$ cat src/rtl/mandelbrot_coords_ml_if.sv
// Beat stream from the coordinate generator to the parallel iteration engines.
// The master drives the beat contents; the slave returns ready.
interface mandelbrot_coords_ml_if #(
    parameter int AW    = 20,
    parameter int FPW   = 27,
    parameter int LANES = 4
);
    logic                 out_vld;
    logic                 out_rdy;
    logic [LANES-1:0]     out_mask;
    logic                 out_eol;
    logic                 out_eof;
    logic [LANES*FPW-1:0] x;
    logic [FPW-1:0]       y;
    logic [AW-1:0]        adr;

    modport master (output out_vld, out_mask, out_eol, out_eof, x, y, adr, input out_rdy);
    modport slave  (input out_vld, out_mask, out_eol, out_eof, x, y, adr, output out_rdy);
endinterface

$ cat src/rtl/mandelbrot_coords_ml.sv
// Multi-lane windowed Mandelbrot coordinate generator: LANES adjacent pixels per
// beat with framebuffer address, lane mask and row/frame markers.
module mandelbrot_coords_ml #(
    parameter int CW    = 12,
    parameter int AW    = 20,
    parameter int FPW   = 27,
    parameter int LANES = 4
) (
    input  logic                  clk,
    input  logic                  clk_en,
    input  logic                  rst,
    input  logic                  init,
    input  logic                  abort,
    output logic                  done,
    input  logic [CW-1:0]         width,
    input  logic [CW-1:0]         height,
    input  logic [AW-1:0]         adr0,
    input  logic [AW-1:0]         stride,
    input  logic signed [FPW-1:0] man_x0,
    input  logic signed [FPW-1:0] man_y0,
    input  logic signed [FPW-1:0] man_xs,
    input  logic signed [FPW-1:0] man_ys,
    mandelbrot_coords_ml_if.master beat
);
    localparam int KW = (LANES > 1) ? $clog2(LANES) : 1;
    localparam logic [KW-1:0] K_LAST = KW'(LANES - 1);

    typedef enum logic [1:0] {IDLE, PREP, RUN} state_t;
    state_t state, state_nxt;

    logic [CW-1:0]         width_r, height_r;
    logic [AW-1:0]         adr0_r, stride_r, row_adr, adr_r;
    logic signed [FPW-1:0] x0_r, y0_r, xs_r, ys_r, step_x, acc, acc_nxt, y_r;
    logic signed [FPW-1:0] off_r [LANES];
    logic signed [FPW-1:0] x_r   [LANES];
    logic [KW-1:0]         k;
    logic [CW:0]           col, col_nxt;
    logic [CW-1:0]         row, row_nxt;
    logic [LANES-1:0]      mask_r;
    logic                  eol_r, eof_r;
    logic [LANES+1:0]      flags_nxt;
    logic                  start;

    // {mask, eol, eof} for the beat starting at column c of row r
    function automatic logic [LANES+1:0] beat_flags(input logic [CW:0] c, input logic [CW-1:0] r,
                                                    input logic [CW-1:0] w, input logic [CW-1:0] h);
        logic [LANES-1:0] m;
        logic             e;
        for (int i = 0; i < LANES; i++)
            m[i] = (c + (CW+1)'(i)) < {1'b0, w};
        e = (c + (CW+1)'(LANES)) >= {1'b0, w};
        return {m, e, e && (r == h - CW'(1))};
    endfunction

    assign start   = init && (width != '0) && (height != '0);
    assign acc_nxt = acc + xs_r;

    always_comb begin
        state_nxt = state;
        case (state)
            IDLE:    if (start) state_nxt = (LANES == 1) ? RUN : PREP;
            PREP:    if (k == K_LAST) state_nxt = RUN;
            RUN:     if (beat.out_rdy && eof_r) state_nxt = IDLE;
            default: state_nxt = IDLE;
        endcase
        if (abort) state_nxt = IDLE;
    end

    always_comb begin
        col_nxt = col + (CW+1)'(LANES);
        row_nxt = row;
        if (eol_r) begin
            col_nxt = '0;
            row_nxt = row + CW'(1);
        end
        flags_nxt = beat_flags(col_nxt, row_nxt, width_r, height_r);
    end

    always_ff @(posedge clk) begin
        if (rst)
            state <= IDLE;
        else if (clk_en)
            state <= state_nxt;
    end

    // Visible beat registers; reset and abort act here
    always_ff @(posedge clk) begin
        if (rst) begin
            mask_r <= '0;
            eol_r  <= 1'b0;
            eof_r  <= 1'b0;
            y_r    <= '0;
            adr_r  <= '0;
            for (int i = 0; i < LANES; i++) x_r[i] <= '0;
        end else if (clk_en) begin
            if (abort) begin
                mask_r <= '0;
                eol_r  <= 1'b0;
                eof_r  <= 1'b0;
            end else begin
                case (state)
                    IDLE: if (start && LANES == 1) begin
                        x_r[0] <= man_x0;
                        y_r    <= man_y0;
                        adr_r  <= adr0;
                        {mask_r, eol_r, eof_r} <= beat_flags('0, '0, width, height);
                    end
                    PREP: if (k == K_LAST) begin
                        for (int i = 0; i < LANES; i++)
                            x_r[i] <= x0_r + ((i == LANES - 1) ? acc_nxt : off_r[i]);
                        y_r   <= y0_r;
                        adr_r <= adr0_r;
                        {mask_r, eol_r, eof_r} <= beat_flags('0, '0, width_r, height_r);
                    end
                    RUN: if (beat.out_rdy) begin
                        if (eof_r) begin
                            {mask_r, eol_r, eof_r} <= '0;
                        end else begin
                            {mask_r, eol_r, eof_r} <= flags_nxt;
                            if (eol_r) begin
                                y_r   <= y_r + ys_r;
                                adr_r <= row_adr + stride_r;
                                for (int i = 0; i < LANES; i++) x_r[i] <= x0_r + off_r[i];
                            end else begin
                                adr_r <= adr_r + AW'(LANES);
                                for (int i = 0; i < LANES; i++) x_r[i] <= x_r[i] + step_x;
                            end
                        end
                    end
                    default: ;
                endcase
            end
        end
    end

    // Frame configuration, lane offsets and scan position; only meaningful outside IDLE
    always_ff @(posedge clk) begin
        if (clk_en) begin
            case (state)
                IDLE: if (start) begin
                    width_r  <= width;
                    height_r <= height;
                    adr0_r   <= adr0;
                    stride_r <= stride;
                    x0_r     <= man_x0;
                    y0_r     <= man_y0;
                    xs_r     <= man_xs;
                    ys_r     <= man_ys;
                    off_r[0] <= '0;
                    acc      <= '0;
                    k        <= KW'(1);
                    col      <= '0;
                    row      <= '0;
                    row_adr  <= adr0;
                    step_x   <= man_xs;
                end
                PREP: begin
                    off_r[k] <= acc_nxt;
                    acc      <= acc_nxt;
                    k        <= k + KW'(1);
                    if (k == K_LAST) step_x <= acc_nxt + xs_r;
                end
                RUN: if (beat.out_rdy && !eof_r) begin
                    col <= col_nxt;
                    row <= row_nxt;
                    if (eol_r) row_adr <= row_adr + stride_r;
                end
                default: ;
            endcase
        end
    end

    assign done          = (state == IDLE);
    assign beat.out_vld  = (state == RUN);
    assign beat.out_mask = mask_r;
    assign beat.out_eol  = eol_r;
    assign beat.out_eof  = eof_r;
    assign beat.y        = y_r;
    assign beat.adr      = adr_r;
    for (genvar i = 0; i < LANES; i++) begin : g_lane
        assign beat.x[i*FPW +: FPW] = x_r[i];
    end
endmodule

$ cat src/flat_wrapper.sv
// flat-port wrapper written by rule: the top's interface ports become plain ports
module mandelbrot_coords_ml_flat 
#(
    parameter int CW    = 12,
    parameter int AW    = 20,
    parameter int FPW   = 27,
    parameter int LANES = 4
)
  (clk, clk_en, rst, init, abort, done, width, height, adr0, stride, man_x0, man_y0, man_xs, man_ys, beat_out_vld, beat_out_mask, beat_out_eol, beat_out_eof, beat_x, beat_y, beat_adr, beat_out_rdy);
  mandelbrot_coords_ml_if #(.AW(AW), .FPW(FPW), .LANES(LANES)) beat_i ();
  input  logic clk;
  input  logic clk_en;
  input  logic rst;
  input  logic init;
  input  logic abort;
  output logic done;
  input  logic [CW-1:0] width;
  input  logic [CW-1:0] height;
  input  logic [AW-1:0] adr0;
  input  logic [AW-1:0] stride;
  input  logic signed [FPW-1:0] man_x0;
  input  logic signed [FPW-1:0] man_y0;
  input  logic signed [FPW-1:0] man_xs;
  input  logic signed [FPW-1:0] man_ys;
  output wire logic [$bits(beat_i.out_vld)-1:0] beat_out_vld;
  output wire logic [$bits(beat_i.out_mask)-1:0] beat_out_mask;
  output wire logic [$bits(beat_i.out_eol)-1:0] beat_out_eol;
  output wire logic [$bits(beat_i.out_eof)-1:0] beat_out_eof;
  output wire logic [$bits(beat_i.x)-1:0] beat_x;
  output wire logic [$bits(beat_i.y)-1:0] beat_y;
  output wire logic [$bits(beat_i.adr)-1:0] beat_adr;
  input wire logic [$bits(beat_i.out_rdy)-1:0] beat_out_rdy;
  assign beat_out_vld = beat_i.out_vld;
  assign beat_out_mask = beat_i.out_mask;
  assign beat_out_eol = beat_i.out_eol;
  assign beat_out_eof = beat_i.out_eof;
  assign beat_x = beat_i.x;
  assign beat_y = beat_i.y;
  assign beat_adr = beat_i.adr;
  assign beat_i.out_rdy = beat_out_rdy;
  mandelbrot_coords_ml #(.CW(CW), .AW(AW), .FPW(FPW), .LANES(LANES)) u_core (.clk(clk), .clk_en(clk_en), .rst(rst), .init(init), .abort(abort), .done(done), .width(width), .height(height), .adr0(adr0), .stride(stride), .man_x0(man_x0), .man_y0(man_y0), .man_xs(man_xs), .man_ys(man_ys), .beat(beat_i));
endmodule
$ cat config.mk
export PLATFORM = sky130hd
export DESIGN_NAME = mandelbrot_coords_ml_flat
export DESIGN_NICKNAME = d
export VERILOG_FILES = /design/src/rtl/mandelbrot_coords_ml_if.sv /design/src/rtl/mandelbrot_coords_ml.sv /design/src/flat_wrapper.sv
export SDC_FILE = /design/constraint.sdc
export NUM_CORES = 2
export LEC_CHECK = 0
export CAP_MARGIN = 20
export CORE_MARGIN = 4
export CORE_UTILIZATION = 57
export CTS_CLUSTER_DIAMETER = 60
export DETAILED_ROUTE_END_ITERATION = 16
export MAX_ROUTING_LAYER = met4
export PLACE_DENSITY = 0.79
export SYNTH_ARGS = -nofsm -noshare
export SYNTH_HDL_FRONTEND = slang
export SYNTH_SLANG_ARGS = --single-unit
$ cat constraint.sdc
create_clock -name clk -period 15.6 [get_ports clk]
set_clock_uncertainty 0.15 [all_clocks]
set_input_delay 3.12 -clock clk [delete_from_list [all_inputs] [get_ports clk]]
set_output_delay 3.12 -clock clk [all_outputs]
set_load 0.05 [all_outputs]
# Word level (Yosys, flattened, before mapping)
# Memories as Yosys holds them, arrays and structs flattened.
# Cells that the tools add are included.
[totals]
ff_bits = 328
ram_bits = 216
out_inout_bits = 163
n_memories = 2
[memory_table]
columns = ["memory", "words", "width", "read_ports", "rd_clocked_by_memory_dff", "write_ports", "line", "text"]
rows = [
  ["u_core.off_r", 4, 27, 4, 0, 1, "mandelbrot_coords_ml.sv:34", "logic signed [FPW-1:0] off_r [LANES];"],
  ["u_core.x_r", 4, 27, 4, 0, 4, "mandelbrot_coords_ml.sv:35", "logic signed [FPW-1:0] x_r [LANES];"],
]
[classes]
n_addsub = 22
magnitude_cmp = 10
n_eq_ne = 14
mux = 94
bitwise_logic = 13
n_reduce_logical = 25
[ops]
columns = ["op", "count"]
rows = [
  ["two-way mux 27 bit", 20],
  ["adder 27 bit", 12],
  ["case mux 27 bit (2 select lines)", 3],
  ["two-way mux 20 bit", 7],
  ["case mux 20 bit (2 select lines)", 2],
  ["< comparator 13 x 12 -> 1 bit", 4],
  ["two-way mux 1 bit", 40],
  ["two-way mux 13 bit", 3],
  ["two-way mux 12 bit", 3],
  ["OR reduction 27 bit", 1],
  ["adder 13 x 2 -> 13 bit, second input constant", 2],
  ["adder 13 x 3 -> 13 bit, second input constant", 2],
  ["case mux 13 bit (2 select lines)", 1],
  ["< comparator 1 x 12 -> 1 bit, first input constant", 2],
  ["< comparator 2 x 12 -> 1 bit, first input constant", 2],
  ["case mux 12 bit (2 select lines)", 1],
  ["nonzero test 12 bit", 2],
  ["adder 20 bit", 1],
  ["adder 20 x 3 -> 20 bit, second input constant", 1],
  ["two-way mux 4 bit", 4],
  ["AND reduction 4 bit", 4],
  ["adder 13 x 1 -> 13 bit, second input constant", 1],
  [">= comparator 13 x 12 -> 1 bit", 1],
  ["adder 12 x 1 -> 12 bit, second input constant", 1],
  ["26 further kinds", 58],
]

# Logic depth before layout (Yosys ltp)
[depth]
depth_word = 10
mapped_depth = 24

# Worst setup path before layout
# No wires, ideal clock.
[synth_path]
path_type = "input -> register"
from = "in clk_en"
to = "reg u_core.adr0_r[0] (enable)"
arrival_ns = 7.057
required_time_ns = 14.925
path_slack_ns = 7.869
stages = 4
path_cell_list = "clkbuf_1 nand2_1 or2_2 inv_1"
[synth_between]
elab_chain_len = 1
[synth_lines]
columns = ["item", "line", "text"]
rows = [
  ["from (decl)", "flat_wrapper.sv:12", "input logic clk_en;"],
  ["AND reduction 3 bit (no source line)", "--", ""],
  ["to (signal assigned)", "mandelbrot_coords_ml.sv:143", "adr0_r <= adr0;"],
  ["to (decl)", "mandelbrot_coords_ml.sv:32", "logic [AW-1:0] adr0_r, stride_r, row_adr, adr_r;"],
]
# Every way passes these cells.
# A chain may end at the register's enable or synchronous reset.

==> impl_metrics.ini <==
[outcome]
outcome = finished, final reports clean

[floorplanning]
core.rowCount = 93
die-area_sq_um = 69500
die_w_microns = 264
start_util_pct = 57.7
io_pins = 341
die_y_microns = 264
coreArea_sq_um = 64600

[timing]
fmax_mhz = 160
holdWs_ns = 0.366
finalCritPeriodShare_pct = 40.1
worst_slew_pin_slew_ns = 1.05
finalSetupTns_ns = 0
rsz0062_at_grt = no
slew_headroom_pct = 29.8
finalCriticalPeriod_ns = 6.25
hold_violations = 0
drv_slew = 0
setup_violations = 0

[final_layout]
syn_to_final_growth_pct = 17.0
drive_gt1_share_pct = 4.46
fill_cells = 5080
reg.largest.list = u_core.off_r: 108 flops, u_core.x_r: 108 flops
fin_nets = 4577

[critical_path]
reg2reg_slack_ns = 9.92
critPathMostFrequentCell = buf_4
crit_chain = clkdlybuf4s50_1, a22o_4, nand3b_2, a21o_1, buf_4, nor2_1, nand2_1, buf_4, nor2_2, nor2_4, buf_4, a21oi_1, or3_1
crit_buf_inv = 4
end_kind = flip-flop
rr_startpoint = u_core.xs_r[0]
reg2reg_depth = 22
critical-path-slowest-cell = buf_4
crit_required_ns = 15.83
cp-start-kind = input port
crit_family = buffers and inverters
worstSetupStartpoint = beat_out_rdy
rr_endpoint = u_core.step_x[26]
critPathMaxStageDelay_ns = 0.67
crit_fanout = 71
critPathKind = in -> reg
cp.arrival_ns = 6.48

[pwr]
power.net_switching_uw = 1150
vdd_ir_drop_max_uv = 95.1
power.share.sequential_pct = 43.4
p_leak_uw = 0.0175
combPwrFrac_pct = 21.9
internal-power_uw = 2750
swShare_pct = 29.4
p_clk_share_pct = 34.7
powerDensity_nw_per_um2 = 89.5

[global_route]
overflow = 0
antenna_found_initial = 8
grt_pass1_vias = 29373
grt_max_degree = 108
grt_pass1_wl_microns = 158000
track_usage_pct = 28.9

[synthesis]
ys_seq_elements = 544
synthCells = 3647
synth_flop_cell = edfxtp_1
synth_warnings = 0
seq_area_frac_synth_pct = 42.4
synth_cell_type_count = 95
synthesis.nets = 4237
syn_area_per_cell_sq_um = 10.2
synth_area_sq_um = 37300
async_flop_share_pct = 0
synth_edf_count = 489

[clocking]
cts_buffers = 60
cts.path.max_buffers = 3
cts_tree = yes
cts_setup_buffers = 0
htreeDepth = 2
clock_latency_ns = 0.64
clk_transition_reported_paths_ns = 0.06
cts_root_buffer = clkbuf_16
cts_resized = 0
hold_buffers = 0
cts.sinks = 544

[drt]
ant_nets = 0
via_count = 30205
routed_wirelength_microns = 102000
drt_drc_violations_left = 0
wl_per_cell_microns = 20.8
drtIter0Drc = 2421
drtPass1Iterations = 6
avgViaCountPerCell = 6.16

[place]
portBuffers = 340
hpwlAfterDp_microns = 77600
globalplace.congestion = 0.954

[worst_hold_path]
holdPathEnd = u_core.beat.y[4]
min_path_type = reg -> reg
hp-start = u_core.beat.y[4]
whs_path_depth = 2

[job]
max_cap_viol_count = 0
## cell usage in the layout, fill, tap and decap left out, types with 26 or more instances in the layout
cell / Yosys / layout
nand2_1: 255 / 254
edfxtp_1: 489 / 489
o22ai_1: 83 / 83
clkbuf_16: 0 / 60
o21a_1: 64 / 64
a21o_1: 138 / 138
nor2b_1: 50 / 49
buf_4: 1 / 28
clkdlybuf4s50_1: 0 / 339
dfxtp_1: 55 / 54
nor2_1: 305 / 303
nand4_1: 31 / 31
a211oi_1: 67 / 67
nand2b_1: 63 / 61
o21bai_1: 41 / 41
inv_1: 125 / 124
nand3_1: 71 / 71
xor2_1: 167 / 167
o21ai_0: 195 / 194
ha_1: 399 / 399
a31oi_1: 28 / 28
xnor2_1: 214 / 214
nor3_1: 79 / 79
a21oi_1: 252 / 252
nor4_1: 26 / 26
and3_1: 33 / 33
## worst register-to-register path: stages (launching register included)
cell and delay (ns):
edfxtp_1 0.42, ha_1 0.24, fa_1 0.43, a211o_1 0.33, o211ai_1 0.20, a21oi_1 0.13
a21oi_1 0.23, o21ai_0 0.22, a21o_1 0.23, a21oi_1 0.17, xor2_1 0.25, inv_1 0.12
ha_1 0.33, o21ai_0 0.27, o21ai_0 0.12, o221ai_1 0.34, a311oi_1 0.23, o31ai_1 0.29
nand2b_1 0.12, a211o_1 0.29, o21ai_1 0.09, xnor2_1 0.13, o21ai_0 0.08
## power groups by stage
stage / logic, uW / clock network (uW) / registers, uW
after global placement: 825 / 0 / 1720
after detailed placement: 837 / 0 / 1720
after global routing: 939 / 1430 / 1700
after CTS: 845 / 1370 / 1690
after floorplan: 572 / 0 / 1740
final: 855 / 1350 / 1690
## cell type report
cell class	count	area, sq um	share of cell area, %
timing repair buffer	370	3660	8.40
antenna	9	22.5	0.0517
clock inverter	33	243	0.557
tap	855	1070	2.45
multi-input combinational	2885	20700	47.5
clock buffer	79	1620	3.72
inverter	126	480	1.10
sequential	544	15800	36.2
## how the worst max path moves through the flow
stage	end	slack, ns	cells past startpoint
after detailed placement	u_core.x_r[1][26]	8.74	13
final	u_core.x_r[1][26]	9.35	13
after global placement	u_core.x_r[1][26]	8.79	13
after global routing	u_core.x_r[1][26]	9.21	13
after CTS	u_core.x_r[1][26]	9.41	13
after floorplan	u_core.adr0_r[0]	7.87	4
## layer usage
metal,global-route usage [%],wire (microns)
met3,4.08,8390
met1,37.9,42500
met2,47.2,47900
met5,-,0
met4,8.47,3220
## cell families (layout without fill, tap and decap cells)
kind of cell / count (synthesis) / in the layout / synth area share, %
and+or+nand+nor: 997 / 997 / 12.7
muxes: 8 / 8 / 0.218
DFF: 544 / 544 / 42.4
adders and majority gates: 412 / 412 / 14.1
xor gates and xnor gates: 381 / 381 / 8.95
AOI/OAI and AO/OA: 1087 / 1087 / 19.4
buffers and inverters: 218 / 608 / 2.24
other: 0 / 9 / 0
## Yosys cell counts (all sizes together), types with 51 or more instances
cell type,number,area share (%)
clkbuf,70,0.71
o22ai,83,1.4
o21a,64,1.3
a21oi,253,3.4
inv,126,1.3
xor2,167,3.9
nor2b,51,0.86
xnor2,214,5.0
nand2,255,2.6
nor3,80,1.1
o21ai,208,2.8
edfxtp,489,39
dfxtp,55,3.0
a211oi,68,1.4
nand3,71,0.95
ha,399,13
nor2,307,3.1
nand2b,63,1.1
a21o,138,2.8
## through the flow
stage,cell area [sq um],std cells,total power [uW],setup WS (ns),utilization (%)
floorplan,37300,3647,2320,7.87,-
global placement,41600,4778,2540,8.79,64.5
detailed placement,41600,4778,2560,8.74,64.5
CTS,43500,4890,3910,9.41,67.4
global route,43600,4900,4060,9.21,67.5
finish,43600,4901,3900,9.35,67.5
Note: power is estimated with default switching activity, not from simulation.
